[config.mk]
export PLATFORM = sky130hd
export DESIGN_NAME = arith_div_issue
export DESIGN_NICKNAME = d
export VERILOG_FILES = /design/src/rtl/arith_div_issue.sv
export SDC_FILE = /design/constraint.sdc
export NUM_CORES = 1
export LEC_CHECK = 0
export CORE_AREA = 3 3 180 182
export CTS_BUF_LIST = sky130_fd_sc_hd__clkbuf_2
export CTS_CLUSTER_SIZE = 25
export DETAILED_ROUTE_END_ITERATION = 8
export DIE_AREA = 0 0 183 185
export RECOVER_POWER = 50
export SYNTH_ARGS = -nofsm -noshare
export SYNTH_HDL_FRONTEND = slang
export SYNTH_SLANG_ARGS = --single-unit
[constraint.sdc]
create_clock -name clk_i -period 2.6 [get_ports clk_i]
set_clock_uncertainty 0.05 [all_clocks]
set_input_delay 0.26 -clock clk_i [delete_from_list [all_inputs] [get_ports clk_i]]
set_output_delay 0.26 -clock clk_i [all_outputs]
set_load 0.01 [all_outputs]
[src/rtl/arith_div_issue.sv]
// arith_div_issue: single-slot issue stage in front of an iterative divider and
// an arithmetic DSP unit. Accepts one operation, latches its operands, pulses
// the start of the selected unit, waits for it (bounded by TIMEOUT) and
// holds the result in a one-entry output buffer until it is consumed.
// Divide-by-zero is resolved locally without starting the divider.
module arith_div_issue #(
   parameter int unsigned TIMEOUT = 64
) (
   input  logic        clk_i,
   input  logic        rst_ni,

   input  logic        req_valid_i,
   output logic        req_ready_o,
   input  logic        req_unit_i,
   input  logic [4:0]  req_op_i,
   input  logic [31:0] A_i,
   input  logic [31:0] B_i,
   input  logic [31:0] C_i,
   input  logic [31:0] D_i,

   output logic        div_start_o,
   output logic        arith_start_o,
   output logic [4:0]  op_o,
   output logic [31:0] opA_o,
   output logic [31:0] opB_o,
   output logic [31:0] opC_o,
   output logic [31:0] opD_o,

   input  logic        div_ready_i,
   input  logic [31:0] div_q_i,
   input  logic [31:0] div_r_i,
   input  logic        arith_ready_i,
   input  logic [63:0] arith_result_i,

   output logic        res_valid_o,
   input  logic        res_ready_i,
   output logic [31:0] res_lo_o,
   output logic [31:0] res_hi_o,
   output logic [1:0]  res_flags_o
);

   // Counter wide enough to hold TIMEOUT itself; guard the degenerate case.
   localparam int unsigned     CNT_W   = (TIMEOUT < 2) ? 1 : $clog2(TIMEOUT + 1);
   localparam logic [CNT_W-1:0] CNT_MAX = CNT_W'(TIMEOUT);

   localparam logic [1:0] FLAG_NONE    = 2'b00;
   localparam logic [1:0] FLAG_DIV0    = 2'b01;
   localparam logic [1:0] FLAG_TIMEOUT = 2'b10;

   typedef enum logic [1:0] {
      IDLE,
      ISSUE,
      WAIT
   } state_t;

   state_t           state_q;
   logic             unit_q;      // unit of the op in flight: 0=divider, 1=arith
   logic [CNT_W-1:0] wait_cnt_q;  // WAIT cycles elapsed, first WAIT cycle is 1

   logic        accept;
   logic        sel_ready;
   logic [31:0] sel_lo;
   logic [31:0] sel_hi;

   // A new op may enter only from IDLE, and only if the result buffer is free
   // now or is being emptied in this same cycle.
   assign req_ready_o = (state_q == IDLE) & (~res_valid_o | res_ready_i);
   assign accept      = req_valid_i & req_ready_o;

   // Only the unit that was started is observed; the other one is ignored.
   assign sel_ready = unit_q ? arith_ready_i         : div_ready_i;
   assign sel_lo    = unit_q ? arith_result_i[31:0]  : div_q_i;
   assign sel_hi    = unit_q ? arith_result_i[63:32] : div_r_i;

   // Issue FSM, operand latches, start pulses and result buffer.
   always_ff @(posedge clk_i or negedge rst_ni) begin
      if (!rst_ni) begin
         state_q       <= IDLE;
         unit_q        <= 1'b0;
         wait_cnt_q    <= '0;
         div_start_o   <= 1'b0;
         arith_start_o <= 1'b0;
         op_o          <= '0;
         opA_o         <= '0;
         opB_o         <= '0;
         opC_o         <= '0;
         opD_o         <= '0;
         res_valid_o   <= 1'b0;
         res_lo_o      <= '0;
         res_hi_o      <= '0;
         res_flags_o   <= '0;
      end else begin
         // NOTE: non-blocking assignments throughout, so every branch below
         // sees the pre-edge register values and later assignments in this
         // block simply override the defaults set here.
         div_start_o   <= 1'b0;
         arith_start_o <= 1'b0;

         // Consumption empties the buffer unless a new result lands below.
         if (res_valid_o && res_ready_i) begin
            res_valid_o <= 1'b0;
         end

         case (state_q)
            IDLE: begin
               if (accept) begin
                  op_o   <= req_op_i;
                  opA_o  <= A_i;
                  opB_o  <= B_i;
                  opC_o  <= C_i;
                  opD_o  <= D_i;
                  unit_q <= req_unit_i;
                  if (!req_unit_i && (B_i == '0)) begin
                     // Divide-by-zero answered immediately; divider untouched.
                     res_valid_o <= 1'b1;
                     res_lo_o    <= '1;
                     res_hi_o    <= A_i;
                     res_flags_o <= FLAG_DIV0;
                  end else begin
                     state_q       <= ISSUE;
                     div_start_o   <= ~req_unit_i;
                     arith_start_o <= req_unit_i;
                  end
               end
            end

            ISSUE: begin
               // Unit ready is stale here (it drops one cycle after start).
               state_q    <= WAIT;
               wait_cnt_q <= CNT_W'(1);
            end

            WAIT: begin
               if (sel_ready) begin
                  state_q     <= IDLE;
                  wait_cnt_q  <= '0;
                  res_valid_o <= 1'b1;
                  res_lo_o    <= sel_lo;
                  res_hi_o    <= sel_hi;
                  res_flags_o <= FLAG_NONE;
               end else if (wait_cnt_q == CNT_MAX) begin
                  state_q     <= IDLE;
                  wait_cnt_q  <= '0;
                  res_valid_o <= 1'b1;
                  res_lo_o    <= '0;
                  res_hi_o    <= '0;
                  res_flags_o <= FLAG_TIMEOUT;
               end else begin
                  wait_cnt_q <= wait_cnt_q + CNT_W'(1);
               end
            end

            default: begin
               state_q <= IDLE;
            end
         endcase
      end
   end

endmodule

==> flow_summary.toml <==
[floorplanning]
die_h_um = 185
dieArea_sq_um = 33860
ios = 471
die_x_um = 183
start_util = 0.3123
std_cell_rows = 64
core-area_sq_um = 30750

[sta]
fin_crit_sh = 0.9403
min_period_ns = 2.445
tightestPinTransition_ns = 1.659
finalSetupViolCount = 0
finalHoldViolations = 0
rsz0062_at_grt = "no"
finalSetupTns_ns = 0
relSlewSlack = -0.1060
fmax_mhz = 409.0
slew_viol_final = 104

[cts]
cts_buffers = 59
cts_tree = "done"
root_buffer = "clkbuf_2"
numClockSinks = 212
clock_latency_ns = 0.79
clkSlewWorstSetupHoldPaths_ns = 0.08
post-cts-setup-buffer-count = 0
h-tree-depth = 2
clk_path_buf_depth = 3

[setup_path]
cpMaxStageDelayCell = "dlygate4sd3_1"
worst_ep_arrival_time_ns = 3.04
path_class = "in2reg"
setup.worst_path.start = "B_i[2]"
cpPeakStageDelay_ns = 0.55
critPathRequiredTime_ns = 3.19
cp-start-kind = "primary input"
endpoint_kind = "flop"
cp_cell_sequence = "dlygate4sd3_1 > clkdlybuf4s50_1 > nor4_1 > nand4_1 > or2_1 > o22a_4 > buf_12 > mux2_4"
rr_startpoint = "wait_cnt_q[4]"
critPathMaxFanout = 32

[drt]
vias_per_cell = 4.568
drt-total-wl_um = 36310
dr_total_vias = 9306
drc_errors = 0
dr.pass1.iters = 4
ant_nets = 0
first_iter_violations = 309
wl_per_cell_um = 17.82

[place]
portBuffers = 470
place.gp.congestion = 0.8556
dpl-instance-area_sq_um = 14830
dp_hpwl_um = 25020

[synthesis]
synth_top_area_frac = 0.5524
syn_inst = 974
ys_seq_elements = 212
yosysMostFrequentCell = "nand2_1"
postSynth.asyncResetShare = 1.000
syn_area_sq_um = 9603
synth_edf_count = 0
synth_nets = 1247
synth_cell_types = 37
synth_ff_type = "dfrtp_1"
synth_top_cells_by_count = "nand2_1 (442), dfrtp_1 (212), mux2_2 (58), clkbuf_1 (52), nor2_1 (39)"
yosys-top-cells-area = "dfrtp_1 (55%), nand2_1 (17%), mux2_2 (6.8%), mux2_4 (5.9%), mux2i_1 (3.5%)"
synth_seq_area_share = 0.5524
synth_area_per_cell_sq_um = 9.859
synth_top_cell_by_area = "dfrtp_1"
ys_warn_count = 0

[power]
p_per_area_nw_per_um2 = 1002
peakVddDrop_mv = 0.5518
p_leak_nw = 7.704

[cells_and_area]
areaGrowthSynthToFinish_pct = 72.94
final_area_sq_um = 16610
utilization = 0.5401
layout-drive-gt1-share = 0.1335
fillers = 2765
final_nets = 1869

[grt]
antenna_found_initial = 1
grt_pass1_wl_um = 55460
grt_usage = 0.2077
overflow = 0
grt_max_degree = 137
grt_pass1_vias = 10060

[status]
status = "finished, violations left"
violations = "max-capacitance violations, max-slew violations"

[worst_hold_path]
min_path_type = "in2reg"
hp-start = "B_i[31]"

[job]
max_cap_viol_count = 3
## per-stage QoR
| stage | hold WS, ns | total power [mW] | setup slack (ns) | cells |
|---|---|---|---|---|
| 6_report | 0.1455 | 16.65 | 0.1552 | 2037 |
| 5_1_grt | 0.02750 | 17.88 | 0.06875 | 2037 |
| 3_3_place_gp | 0.1861 | 14.22 | 0.06370 | 1796 |
| 4_1_cts | 0.02931 | 16.99 | 0.03477 | 2036 |
| 2_1_floorplan | -0.08559 | 9.431 | 0.3210 | 974 |
| 3_5_place_dp | 0.1816 | 14.34 | 0.05274 | 1796 |
## cell usage in the layout, fill, tap and decap left out, drive strengths merged, types with 2 or more instances in the layout
cell and n:
o211ai 2, nand2 442, clkbuf 94, inv 8, nand4 4, ha 5
a21oi 2, and3 2, mux2 96, clkinvlp 2, clkinv 12, dlygate4sd3 134
buf 17, nor2 39, dfrtp 212, xor2 2, a22oi 32, nand3 2
nor2b 2, nor4 8, mux2i 35, xnor2 2, o21ai 4, and2 3
clkdlybuf4s50 468
## cell type report
cell class	instances	area (sq um)	share of cell area
Clock inverter	15	67.56	0.004068
Inverter	7	26.28	0.001582
Timing Repair Buffer	623	6235	0.3754
Sequential cell	212	5306	0.3195
Antenna cell	1	2.502	0.0001507
Tap cell	396	495.5	0.02983
Clock buffer	90	450.4	0.02712
Multi-Input combinational cell	693	4024	0.2423
## metal layers
layer  GRT usage  vias up  wire length, um
met2      0.3666      384            18150
met1      0.2426     4414            14160
met3     0.06167       72             2872
met5           0        -                0
met4     0.06886        0             1129
li1            -     4436                -
## worst max-delay path: cells and delay by family
| kind | cells | cell delay [ns] |
|---|---|---|
| buffers and inverters | 3 | 1.22 |
| muxes | 1 | 0.32 |
| and+or+nand+nor | 3 | 0.94 |
| AOI/OAI and AO/OA | 1 | 0.27 |
## cell families (layout without fill, tap and decap cells)
family	Yosys count	in the layout	share of synthesized area
compound gates	47	47	0.03753
xor+xnor	4	4	0.003649
fa+ha+maj	5	5	0.006515
buf+inv	69	735	0.03114
flops	212	212	0.5524
mux	131	131	0.1643
other cells	0	1	0
simple gates	506	506	0.2044
## report_power, final
part	internal [mW]	switching (mW)	leakage (nW)
registers	4.82	0.846	2.57
logic	4.63	4.02	4.73
clock network	0.921	1.42	0.404
## path summary, 6_finish.rpt
kind                                to  slack (ns)  depth (start not counted)
max                        res_lo_o[4]        0.16                          8
min                          opB_o[31]        0.15                          3
max reg2reg                res_lo_o[4]        0.19                          6
min reg2reg                   opA_o[2]        0.43                          2
max in group asynchronous  res_lo_o[7]        0.38                          4
min in group asynchronous    opA_o[23]        1.01                          4
## timing repair
item / in CTS / in global routing
cloned: 0 / 0
setup endpoints to repair: 1 / 1
resized for setup: 1 / 2
hold buffers: 135 / 0
pin swaps: 0 / 0
hold endpoints to repair: 344 / 0
## registers in the layout (all words and copies together), names as in the netlist, 2 cells and up
| signal | flops |
|---|---|
| opA_o | 32 |
| res_lo_o | 32 |
| opC_o | 32 |
| opD_o | 32 |
| res_hi_o | 32 |
| state_q | 2 |
| wait_cnt_q | 7 |
| op_o | 5 |
| opB_o | 32 |
| res_flags_o | 2 |
Power figures use the tool's default switching activity.
